**src/rtl/uart_tx_engine_if.sv**
```systemverilog
// -----------------------------------------------------------------------------
// uart_tx_engine_if
// Read-side connection between the TX FIFO and the UART transmit engine.
//
// Signals:
//   rd_en      one-cycle pop request issued by the engine
//   f_empty    FIFO empty flag
//   fifo_dout  FIFO read data, valid the cycle after rd_en
//
// Modports:
//   master  engine side (drives rd_en, observes f_empty / fifo_dout)
//   slave   FIFO side   (observes rd_en, drives f_empty / fifo_dout)
// -----------------------------------------------------------------------------
interface uart_tx_engine_if #(
  parameter int DATA_WIDTH = 8
);
  logic                  rd_en;
  logic                  f_empty;
  logic [DATA_WIDTH-1:0] fifo_dout;

  modport master (
    output rd_en,
    input  f_empty,
    input  fifo_dout
  );

  modport slave (
    input  rd_en,
    output f_empty,
    output fifo_dout
  );
endinterface

```
**src/rtl/uart_tx_engine.sv**
```systemverilog
// -----------------------------------------------------------------------------
// uart_tx_engine
// UART transmit serializer fed from a TX FIFO. Pops one byte at a time and
// shifts it out as start / data (LSB first) / optional parity / stop bits.
// Bit timing comes from an internal baud counter.
//
// Ports:
//   clk      system clock, rising edge
//   n_rst    asynchronous active-low reset
//   tx_en    level enable; only gates the start of new frames
//   fifo     FIFO read port (master modport: rd_en out, f_empty/fifo_dout in)
//   tx       registered serial line, idle high
//   busy     high in every state except IDLE
//   tx_done  one-cycle pulse in the final cycle of the last stop bit
// -----------------------------------------------------------------------------
module uart_tx_engine #(
  parameter int DATA_WIDTH   = 8,
  parameter int CLKS_PER_BIT = 868,
  parameter int PARITY_EN    = 0,
  parameter int PARITY_ODD   = 0,
  parameter int STOP_BITS    = 1
) (
  input  logic                    clk,
  input  logic                    n_rst,
  input  logic                    tx_en,
  uart_tx_engine_if.master        fifo,
  output logic                    tx,
  output logic                    busy,
  output logic                    tx_done
);

  localparam int BAUD_W = (CLKS_PER_BIT > 1) ? $clog2(CLKS_PER_BIT) : 1;
  // The bit counter is shared by DATA (0..DATA_WIDTH-1) and STOP
  // (0..STOP_BITS-1); STOP_BITS never exceeds 2, so DATA sets the width.
  localparam int BIT_W  = (DATA_WIDTH > 2) ? $clog2(DATA_WIDTH) : 1;

  localparam logic [BAUD_W-1:0] BAUD_LAST = BAUD_W'(CLKS_PER_BIT - 1);
  localparam logic [BIT_W-1:0]  DATA_LAST = BIT_W'(DATA_WIDTH - 1);
  localparam logic [BIT_W-1:0]  STOP_LAST = BIT_W'(STOP_BITS - 1);

  typedef enum logic [2:0] {
    IDLE,
    FETCH,
    LOAD,
    START,
    DATA,
    PARITY,
    STOP
  } state_t;

  state_t                state_reg;
  state_t                state_next;
  logic [BAUD_W-1:0]     baud_cnt_reg;
  logic [BIT_W-1:0]      bit_cnt_reg;
  logic [DATA_WIDTH-1:0] shift_reg;
  logic                  parity_bit_reg;
  logic                  tx_reg;
  logic                  tx_next;

  logic                  bit_tick;
  logic                  data_last;
  logic                  stop_last;
  logic [DATA_WIDTH-1:0] shift_down;

  assign bit_tick   = (baud_cnt_reg == BAUD_LAST);
  assign data_last  = (bit_cnt_reg == DATA_LAST);
  assign stop_last  = (bit_cnt_reg == STOP_LAST);
  assign shift_down = shift_reg >> 1;

  // ---------------------------------------------------------------------------
  // FSM state register
  // ---------------------------------------------------------------------------
  always_ff @(posedge clk or negedge n_rst) begin
    if (!n_rst) begin
      state_reg <= IDLE;
    end else begin
      state_reg <= state_next;
    end
  end

  // ---------------------------------------------------------------------------
  // Next state and next line level. tx is registered, so the level for the
  // bit being entered is chosen here on the transition into it.
  // ---------------------------------------------------------------------------
  always_comb begin
    state_next = state_reg;
    tx_next    = tx_reg;
    case (state_reg)
      IDLE: begin
        tx_next = 1'b1;
        if (tx_en && !fifo.f_empty) begin
          state_next = FETCH;
        end
      end
      FETCH: begin
        tx_next    = 1'b1;
        state_next = LOAD;
      end
      LOAD: begin
        tx_next    = 1'b0;
        state_next = START;
      end
      START: begin
        if (bit_tick) begin
          tx_next    = shift_reg[0];
          state_next = DATA;
        end
      end
      DATA: begin
        if (bit_tick) begin
          if (data_last) begin
            if (PARITY_EN != 0) begin
              tx_next    = parity_bit_reg;
              state_next = PARITY;
            end else begin
              tx_next    = 1'b1;
              state_next = STOP;
            end
          end else begin
            // shift_reg is shifted on this same edge; its next LSB is
            // the bit being entered.
            tx_next = shift_down[0];
          end
        end
      end
      PARITY: begin
        if (bit_tick) begin
          tx_next    = 1'b1;
          state_next = STOP;
        end
      end
      STOP: begin
        if (bit_tick && stop_last) begin
          tx_next    = 1'b1;
          state_next = IDLE;
        end
      end
      default: begin
        tx_next    = 1'b1;
        state_next = IDLE;
      end
    endcase
  end

  // ---------------------------------------------------------------------------
  // Datapath: baud counter, bit counter, shift register, parity, line register
  // ---------------------------------------------------------------------------
  always_ff @(posedge clk or negedge n_rst) begin
    if (!n_rst) begin
      baud_cnt_reg   <= '0;
      bit_cnt_reg    <= '0;
      shift_reg      <= '0;
      parity_bit_reg <= 1'b0;
      tx_reg         <= 1'b1;
    end else begin
      tx_reg <= tx_next;
      case (state_reg)
        LOAD: begin
          shift_reg      <= fifo.fifo_dout;
          parity_bit_reg <= (^fifo.fifo_dout) ^ (PARITY_ODD != 0);
          baud_cnt_reg   <= '0;
          bit_cnt_reg    <= '0;
        end
        START, PARITY: begin
          if (bit_tick) begin
            baud_cnt_reg <= '0;
            bit_cnt_reg  <= '0;
          end else begin
            baud_cnt_reg <= baud_cnt_reg + 1'b1;
          end
        end
        DATA: begin
          if (bit_tick) begin
            baud_cnt_reg <= '0;
            shift_reg    <= shift_down;
            bit_cnt_reg  <= data_last ? '0 : bit_cnt_reg + 1'b1;
          end else begin
            baud_cnt_reg <= baud_cnt_reg + 1'b1;
          end
        end
        STOP: begin
          if (bit_tick) begin
            baud_cnt_reg <= '0;
            bit_cnt_reg  <= stop_last ? '0 : bit_cnt_reg + 1'b1;
          end else begin
            baud_cnt_reg <= baud_cnt_reg + 1'b1;
          end
        end
        default: begin
          baud_cnt_reg <= '0;
          bit_cnt_reg  <= '0;
        end
      endcase
    end
  end

  // FETCH is only reachable after f_empty was seen low in IDLE, and this
  // block is the only reader, so a pop can never hit an empty FIFO.
  assign fifo.rd_en = (state_reg == FETCH);
  assign busy       = (state_reg != IDLE);
  assign tx_done    = (state_reg == STOP) && bit_tick && stop_last;
  assign tx         = tx_reg;

endmodule

```
**src/flat_wrapper.sv**
```systemverilog
// flat-port wrapper written by rule: the top's interface ports become plain ports
module uart_tx_engine_flat 
#(
  parameter int DATA_WIDTH   = 8,
  parameter int CLKS_PER_BIT = 868,
  parameter int PARITY_EN    = 0,
  parameter int PARITY_ODD   = 0,
  parameter int STOP_BITS    = 1
)
  (clk, n_rst, tx_en, tx, busy, tx_done, fifo_rd_en, fifo_f_empty, fifo_fifo_dout);
  uart_tx_engine_if #(.DATA_WIDTH(DATA_WIDTH)) fifo_i ();
  input  logic clk;
  input  logic n_rst;
  input  logic tx_en;
  output logic tx;
  output logic busy;
  output logic tx_done;
  output wire logic [$bits(fifo_i.rd_en)-1:0] fifo_rd_en;
  input wire logic [$bits(fifo_i.f_empty)-1:0] fifo_f_empty;
  input wire logic [$bits(fifo_i.fifo_dout)-1:0] fifo_fifo_dout;
  assign fifo_rd_en = fifo_i.rd_en;
  assign fifo_i.f_empty = fifo_f_empty;
  assign fifo_i.fifo_dout = fifo_fifo_dout;
  uart_tx_engine #(.DATA_WIDTH(DATA_WIDTH), .CLKS_PER_BIT(CLKS_PER_BIT), .PARITY_EN(PARITY_EN), .PARITY_ODD(PARITY_ODD), .STOP_BITS(STOP_BITS)) u_core (.clk(clk), .n_rst(n_rst), .tx_en(tx_en), .fifo(fifo_i), .tx(tx), .busy(busy), .tx_done(tx_done));
endmodule
```
**config.mk**
```make
export PLATFORM = sky130hd
export DESIGN_NAME = uart_tx_engine_flat
export DESIGN_NICKNAME = d
export VERILOG_FILES = /design/src/rtl/uart_tx_engine_if.sv /design/src/rtl/uart_tx_engine.sv /design/src/flat_wrapper.sv
export SDC_FILE = /design/constraint.sdc
export NUM_CORES = 1
export LEC_CHECK = 0
export CAP_MARGIN = 20
export CORE_MARGIN = 1.5
export CORE_UTILIZATION = 45
export DETAILED_ROUTE_END_ITERATION = 6
export GPL_TIMING_DRIVEN = 0
export PLACE_DENSITY = 0.69
export SYNTH_ARGS = -nofsm -noshare
export SYNTH_HDL_FRONTEND = slang
export SYNTH_SLANG_ARGS = --single-unit
```
**constraint.sdc**
```tcl
create_clock -name clk -period 1.5 [get_ports clk]
set_input_delay 0.225 -clock clk [delete_from_list [all_inputs] [get_ports clk]]
set_output_delay 0.225 -clock clk [all_outputs]
set_load 0.02 [all_outputs]
```
## After elaboration in Yosys (flattened, before gate mapping)

Cells that the tools add are included.

| storage, ports and cells | value |
|---|---|
| register bits after elaboration | 25 |
| bits of input ports | 12 |
| output and inout port bits | 4 |

| operators by class | value |
|---|---|
| add/sub/neg operators | 2 |
| eq/ne operators | 16 |
| muxes and demuxes | 23 |
| reduce and logical (&&, ||, !) cells | 15 |

Operators with widths:

| operator | number |
|---|---|
| $mux 3 | 11 |
| $pmux 3 s7 | 1 |
| $mux 10 | 2 |
| $ne 2x1->1 const B | 8 |
| $pmux 8 s2 | 1 |
| $eq 3x3->1 const B | 4 |
| $add 10x1->10 const B | 1 |
| $eq 10x10->1 const B | 1 |
| $pmux 3 s3 | 1 |
| $mux 8 | 1 |
| $eq 3x2->1 const B | 2 |
| $logic_not 3->1 | 2 |
| $reduce_and 6->1 | 1 |
| $mux 1 | 5 |
| $pmux 1 s5 | 1 |
| $logic_and 1x1->1 | 4 |
| $reduce_and 4->1 | 1 |
| $reduce_or 4->1 | 1 |
| $add 3x1->3 const B | 1 |
| $eq 3x1->1 const B | 1 |
| $reduce_and 3->1 | 1 |
| $reduce_bool 3->1 | 1 |
| $reduce_and 2->1 | 1 |
| $reduce_bool 2->1 | 1 |
| other kinds (2) | 2 |

## Longest topological paths before layout

Gate-level depths: netlist (run 1).

| depth | value |
|---|---|
| depth after elaboration | 4 |
| gate-level depth with buffers | 8 |

## Least setup slack after synthesis (run 1)

OpenSTA, ideal clock, no wires.

| timing path | value |
|---|---|
| path kind | reg-to-reg |
| start | reg u_core.baud_cnt_reg[0] |
| end | reg u_core.bit_cnt_reg[0] |
| library setup time | 0.125 ns |
| data arrival time | 1.543 ns |
| slack | -0.168 ns |
| cell stages (with the launch flop) | 7 |
| path through | dfrtp_1 ha_1 and4bb_1 buf_6 or2_1 buf_6 mux2_4 |

| between the ends | value |
|---|---|
| longest elaborated chain between the ends | 3 |

Ends and longest elaborated chain:

| item | RTL line | RTL |
|---|---|---|
| from (decl) | uart_tx_engine.sv:53 | `logic [BAUD_W-1:0] baud_cnt_reg;` |
| from (signal assigned) | uart_tx_engine.sv:169 | `baud_cnt_reg <= baud_cnt_reg + 1'b1;` |
| from (signal assigned) | uart_tx_engine.sv:178 | `baud_cnt_reg <= baud_cnt_reg + 1'b1;` |
| from (signal assigned) | uart_tx_engine.sv:186 | `baud_cnt_reg <= baud_cnt_reg + 1'b1;` |
| $eq 10x10->1 (*) | uart_tx_engine.sv:65 | `assign bit_tick = (baud_cnt_reg == BAUD_LAST);` |
| $ne 2x1->1 (no line) | - |  |
| $reduce_and 3->1 (no line) (*) | - |  |
| to (signal assigned) | uart_tx_engine.sv:176 | `bit_cnt_reg <= data_last ? '0 : bit_cnt_reg + 1'b1;` |
| to (signal assigned) | uart_tx_engine.sv:184 | `bit_cnt_reg <= stop_last ? '0 : bit_cnt_reg + 1'b1;` |
| to (decl) | uart_tx_engine.sv:54 | `logic [BIT_W-1:0] bit_cnt_reg;` |

Every way passes the cells marked *; elsewhere a longest branch is shown, timed or not.
A chain may end at the register's enable or synchronous reset.

## Worst setup path in the final report (run 1)

| timing path | value |
|---|---|
| start | reg u_core.baud_cnt_reg[1] |
| end | reg u_core.bit_cnt_reg[0] |

The elaborated chain is that of the path after synthesis.

==> results of run 1 <==
[routing by layer]
layer | track usage [%] | vias up | routed length [um]
met4 | 6.82 | 0 | 19
met2 | 32.9 | 13 | 1700
li1 | - | 528 | -
met1 | 24.1 | 562 | 1400
met5 | 0 | - | 0
met3 | 1.97 | 2 | 57
[critical path, delay by kind of cell, from the launching register on]
family,cells,cell delay [ns]
simple gates,2,0.54
buf+inv,2,0.26
fa+ha+maj,1,0.18
mux,1,0.30
flops,1,0.45
[area by class of cell]
type                       instances  area [um2]
buffer                             4        55.1
multi-input combinational         91         865
inverter                           5        18.8
timing repair buffer              39         377
sequential                        25         632
fill                             238        1000
clock buffer                       4        26.3
tap                               44        55.1
[through the flow]
stage                     std cells  power [mW]  hold WS [ns]  area, um2  setup TNS (ns)
after floorplan                 129       0.727       -0.0706       1450           -1.07
after global placement          188       0.771         0.460       1660           -6.88
after detailed placement        189       0.783         0.468       1690           -5.05
after CTS                       203        1.08         0.270       1850           -3.62
after global routing            212        1.14         0.248       2030           -6.03
final                           212        1.08         0.245       2030           -4.95
[power by group through the flow]
stage / registers (mW) / logic [mW] / clock network (mW)
after CTS: 0.692 / 0.0794 / 0.311
after floorplan: 0.702 / 0.0252 / 0
after global placement: 0.703 / 0.0680 / 0
after detailed placement: 0.704 / 0.0792 / 0
after global routing: 0.694 / 0.0908 / 0.351
final: 0.692 / 0.0835 / 0.304
[what timing repair did]
item / CTS / global route
buffers inserted: 12 / 10
gates cloned: 1 / 0
endpoints found under the setup margin: 25 / 25
resized for setup: 34 / 29
pin swaps: 6 / 7
[worst max-delay path by stage]
stage	to	slack [ns]	from	cells after the start
after global placement	tx_done	-0.52	u_core.baud_cnt_reg[2]	5
after floorplan	u_core.shift_reg[5]	-0.13	u_core.state_reg[0]	5
after CTS	tx_done	-0.33	u_core.baud_cnt_reg[4]	5
after detailed placement	tx_done	-0.54	u_core.baud_cnt_reg[2]	5
after global routing	tx_done	-0.38	u_core.baud_cnt_reg[5]	4
final	u_core.bit_cnt_reg[0]	-0.32	u_core.baud_cnt_reg[1]	6
[cell families after synthesis]
family	count (synthesis)
compound gates	15
simple gates	46
xor+xnor	10
fa+ha+maj	4
mux	16
buf+inv	13
flops	25
[cells in the mapped netlist (2+ instances only)]
library cell,instances
mux2_2,14
dfrtp_1,24
nand3b_1,2
nand2_1,5
nor2_1,14
ha_1,4
xnor2_1,4
inv_1,5
nor2b_1,3
and3_1,2
xor2_1,6
nand4_1,3
buf_2,2
o21ai_0,4
nand3_1,5
buf_6,2
nand2b_1,2
==> run_results.csv, run 1 <==
group,metric,value,unit
status,run_status,"complete, but fails checks",
status,violations,"negative setup slack",
clock_network,tritoncts,"done",
timing,timing.final.max_slew_violations,0,
global_routing,globalRouteTotalUtil,18.9,%
placement,number_of_input_and_output_port_buffers_inserted,15,
pwr,leakage_dissipation,0.891,nW
worst_setup_path,crit_type,"reg2reg",
logic_synthesis,synth-seq-area-share,44.2,%
worst_setup_path,reg2regPathDepth,6,
logic_synthesis,synth_top_flop_cell,"dfrtp_1",
final_layout,areaGrowthSynthToFinish,42.9,%
worst_setup_path,cp_max_fo,5,
logic_synthesis,xor_xnor_share_of_the_synthesized_area,6.17,%
routing,drtAntennaViolNets,0,
placement,place_worst_setup_slack,-0.542,ns
placement,dp.final_hpwl,1930,um
logic_synthesis,ys.warnings.count,0,
floorplan,start_util,46.9,%
clock_network,cts_num_sinks,25,
logic_synthesis,synth-compound-area-share,8.82,%
final_layout,final_cell_mix,"buf_4, dfrtp_1, mux2_4, clkdlybuf4s50_1, nor2_4",
pwr,share_seq_of_total_power,64.1,%
clock_network,clock_insertion_delay_worst_skew,0.32,ns
pwr,ir_drop,0.458,mV
routing,detail_route.iter0.violations,40,
global_routing,grt_start_max_net_pins,17,
timing,tightest_slew,0.564,ns
final_layout,num_antenna_cells,0,
floorplan,top_level_ports,16,
worst_setup_path,critPathMaxStageDelay,0.45,ns
timing,slew_headroom,62.3,%
pwr,p_sw_share,21.6,%
floorplan,dieWidth,59.2,um
final_layout,largest_reg_flops,10,
final_layout,fin_util,67.0,%
clock_network,cts-root-to-sink-buffers,2,
clock_network,hold_buffers,0,
timing,hold_violations_final,0,
worst_setup_path,series_of_cell_instances_along_the_critical_path,"ha_4 -> and4bb_2 -> buf_4 -> buf_6 -> or2_4 -> mux2_4",
worst_setup_path,rrSetupSlack,-0.32,ns
timing,rsz0062_at_grt,"true",
pwr,share_comb_of_total_power,7.7,%
routing,drcViolationCount,0,
logic_synthesis,synth.avg_cell_area,11.0,um2
worst_setup_path,crit_path_top_delay_cell,"dfrtp_1",
worst_setup_path,regToRegEndpoint,"u_core.bit_cnt_reg[0]",
timing,setup_slack,-0.320,ns
global_routing,grt_pass1_vias,1094,
routing,routed_wl,3170,um
min_path,holdCritPathClass,"in2async",
logic_synthesis,synth.top_cell.area_share,42.3,%
logic_synthesis,ys_types,45,
worst_setup_path,critPathRequiredTime,1.73,ns
global_routing,grt_remaining_overflow,0,
worst_setup_path,critical_path.reg2reg.startpoint,"u_core.baud_cnt_reg[1]",
logic_synthesis,share_of_synthesized_area_spent_on_multiplexers,12.9,%
routing,first_pass_iters,6,
logic_synthesis,post_synth_fa_ha_maj_area_fraction,3.53,%
timing,timing.final.crit_period,1.82,ns
final_layout,post_route_cells_drive_above_1_share,47.6,%
worst_setup_path,worst_setup_path_end_kind,"flip-flop",
timing,final_min_period_over_clock_period,121,%
routing,vias,1105,
timing,skew,0.0145,ns
timing,clock.fmax,549,MHz
logic_synthesis,synth-simple-area-share,18.7,%
global_routing,grt_pass1_wl,4960,um
job,number_of_max_capacitance_violations_reported,0,
routing,routed_via_density,5.21,
floorplan,dieHeight,59.2,um
logic_synthesis,synth_top_family_by_area,"simple AND/OR/NAND/NOR gates",
worst_setup_path,worst-endpoint-arrival,2.05,ns
floorplan,die_area,0.00350,mm2
logic_synthesis,synth.net_count,145,
pwr,power.switching,0.233,mW
pwr,internal_power,0.847,mW
timing,finalSetupViolCount,24,
pwr,clock_power_share,28.2,%
logic_synthesis,synth_seq_cells,25,
routing,route.detailed.wl_per_inst,15.0,um
logic_synthesis,synth_edf_count,0,
logic_synthesis,ys_top_cells_by_area,"dfrtp_1, mux2_2, nor2_1",
logic_synthesis,async_flop_share,100,%
final_layout,layout.cells.most_common,"buf_4",
final_layout,layout.nets,185,
pwr,powerDensity,532,mW/mm2
clock_network,cts.clk_slew.worst_paths,0.14,ns
logic_synthesis,post-synth-top-area-cell,"dfrtp_1",
floorplan,fp.coreArea,0.00303,mm2
clock_network,tritoncts_buffers,3,
global_routing,grt_antenna_before_repair,0,
logic_synthesis,postSynthCellCount,129,
clock_network,cts-htree-levels,1,
floorplan,row_count,20,
clock_network,cts_root_buffer,"clkbuf_4",
worst_setup_path,critical_path.startpoint_type,"flip-flop",
placement,place.gp.congestion,0.754,
logic_synthesis,mappedNetlistArea,0.00142,mm2
No activity file was read; power rests on OpenSTA's default activity.
==> inputs of run 2 (changes only) <==
Settings changed: CTS_CLUSTER_DIAMETER set to 40.
==> results of run 2 <==
No change in the layout: final DEF, timing and power equal those of run 1.
==> inputs of run 3 (changes only) <==
Settings changed: CAP_MARGIN 20 to 25, TNS_END_PERCENT set to 5.
==> run_results.csv, run 3 (synthesis gave the netlist of run 1 again) <==
group,metric,value,unit
routing,vias,984,
worst_setup_path,critical_path_s_top_delay_family,"simple AND/OR/NAND/NOR gates",
status,violations,"negative setup slack",
worst_setup_path,critical_path.startpoint_type,"flip-flop",
worst_setup_path,critPathRequiredTime,1.27,ns
timing,timing.final.crit_period,1.77,ns
worst_setup_path,crit_type,"reg2out",
final_layout,areaGrowthSynthToFinish,24.7,%
timing,skew,0.0113,ns
worst_setup_path,reg2regPathDepth,6,
routing,first_pass_iters,5,
clock_network,clock_insertion_delay_worst_skew,0.32,ns
clock_network,tritoncts,"done",
worst_setup_path,cp_max_fo,2,
final_layout,layout.nets,171,
timing,slew_headroom,56.2,%
worst_setup_path,regToRegEndpoint,"u_core.bit_cnt_reg[0]",
clock_network,tritoncts_buffers,3,
floorplan,dieHeight,59.2,um
routing,drcViolationCount,0,
worst_setup_path,critical_path.n_buffers_inverters,1,
pwr,final_total_power,1.07,mW
timing,clock.fmax,565,MHz
worst_setup_path,crit_path_top_delay_cell,"dfrtp_2",
timing,finalHoldWorstSlack,0.281,ns
job,number_of_max_capacitance_violations_reported,0,
timing,setup_slack,-0.271,ns
final_layout,num_antenna_cells,0,
routing,routed_via_density,4.97,
clock_network,cts-root-to-sink-buffers,2,
global_routing,grt_antenna_before_repair,0,
routing,met3WireLength,88,um
min_path,holdCritPathClass,"in2async",
final_layout,post_route_cells_drive_above_1_share,36.4,%
floorplan,start_util,46.9,%
floorplan,die_area,0.00350,mm2
timing,final_min_period_over_clock_period,118,%
floorplan,dieWidth,59.2,um
clock_network,cts_num_sinks,25,
timing,hold_violations_final,0,
routing,route.detailed.wl_per_inst,13.5,um
worst_setup_path,rrSetupSlack,-0.26,ns
clock_network,cts_root_buffer,"clkbuf_4",
global_routing,grt_remaining_overflow,0,
floorplan,top_level_ports,16,
status,run_status,"complete, but fails checks",
clock_network,cts.clk_slew.worst_paths,0.14,ns
placement,number_of_input_and_output_port_buffers_inserted,15,
timing,tightest_slew,0.656,ns
floorplan,fp.coreArea,0.00303,mm2
worst_setup_path,critPathMaxStageDelay,0.45,ns
pwr,ir_drop,0.352,mV
final_layout,n_fill_cell,278,
global_routing,grt_start_max_net_pins,15,
routing,detail_route.wirelength.met1,1220,um
global_routing,globalRouteTotalUtil,17.8,%
clock_network,hold_buffers,0,
final_layout,layout.cells.most_common,"dfrtp_1",
worst_setup_path,worst-endpoint-arrival,1.55,ns
worst_setup_path,worst_setup_path_end_kind,"primary output",
placement,dp.final_hpwl,1890,um
timing,finalSetupViolCount,22,
pwr,powerDensity,602,mW/mm2
worst_setup_path,series_of_cell_instances_along_the_critical_path,"nor3_4 -> and4bb_1 -> and4_1 -> buf_6",
pwr,leakage_dissipation,0.776,nW
timing,timing.final.max_slew_violations,0,
clock_network,cts-htree-levels,1,
floorplan,row_count,20,
routing,wl_met2,1320,um
routing,uppermost_layer_routed,"met4",
final_layout,final_cell_mix,"dfrtp_1, mux2_2, nor2_1, clkdlybuf4s50_1, buf_4",
final_layout,largest_reg_flops,10,
global_routing,grt_pass1_wl,4700,um
final_layout,fin_util,58.4,%
global_routing,grt_pass1_vias,1054,
placement,place.gp.congestion,0.767,
routing,routed_wl,2660,um
worst_setup_path,critical_path.reg2reg.startpoint,"u_core.baud_cnt_reg[1]",
routing,detail_route.iter0.violations,51,
timing,rsz0062_at_grt,"true",
routing,drtAntennaViolNets,0,
-- run 3: layer usage --
metal  global-route usage (%)  up-vias
li1                         -      504
met1                     23.9      460
met2                     29.5       15
met3                     1.97        5
met4                     6.82        0
met5                        0        -
-- run 3: report_power, final --
| group | switching (mW) | total (mW) | internal, mW |
|---|---|---|---|
| registers | 0.00579 | 0.691 | 0.685 |
| clock network | 0.206 | 0.306 | 0.0999 |
| logic | 0.0241 | 0.0692 | 0.0451 |
| total | 0.236 | 1.07 | 0.830 |
-- run 3: area by class of cell --
class | instances | area (um2) | area share [%]
multi-input combinational | 91 | 751 | 42.4
sequential | 25 | 632 | 35.7
timing repair buffer | 24 | 221 | 12.5
buffer | 5 | 63.8 | 3.61
tap | 44 | 55.1 | 3.11
clock buffer | 3 | 22.5 | 1.27
inverter | 5 | 18.8 | 1.06
clock inverter | 1 | 5.00 | 0.283
-- run 3: repair_timing --
action	in CTS	in global routing
setup endpoints to repair	25	26
gates resized for setup	18	17
hold endpoints to repair	0	0
buffers inserted	8	0
pin swaps	3	4
-- run 3: per-stage QoR --
step	std cells	setup slack, ns	instance area (um2)	setup TNS [ns]
2_1_floorplan	129	-0.131	1420	-1.28
3_3_place_gp	188	-0.528	1630	-6.35
3_5_place_dp	189	-0.553	1640	-5.11
4_1_cts	199	-0.339	1750	-5.96
5_1_grt	198	-0.362	1770	-6.03
6_report	198	-0.271	1770	-4.22
-- run 3: worst max-delay path by stage --
stage                      startpoint                    end  slack (ns)  cells past startpoint
3_5_place_dp   u_core.baud_cnt_reg[2]                tx_done       -0.55                      5
4_1_cts        u_core.baud_cnt_reg[4]                tx_done       -0.34                      5
6_report       u_core.baud_cnt_reg[2]                tx_done       -0.27                      4
3_3_place_gp   u_core.baud_cnt_reg[2]                tx_done       -0.53                      5
5_1_grt        u_core.baud_cnt_reg[2]                tx_done       -0.36                      4
2_1_floorplan  u_core.baud_cnt_reg[0]  u_core.bit_cnt_reg[0]       -0.13                      6
-- run 3: worst register-to-register path, stage by stage (launching register included) --
cell	delay, ns
dfrtp_1	0.44
ha_4	0.19
and4bb_1	0.23
buf_4	0.17
or2_1	0.22
buf_6	0.13
mux2_4	0.29
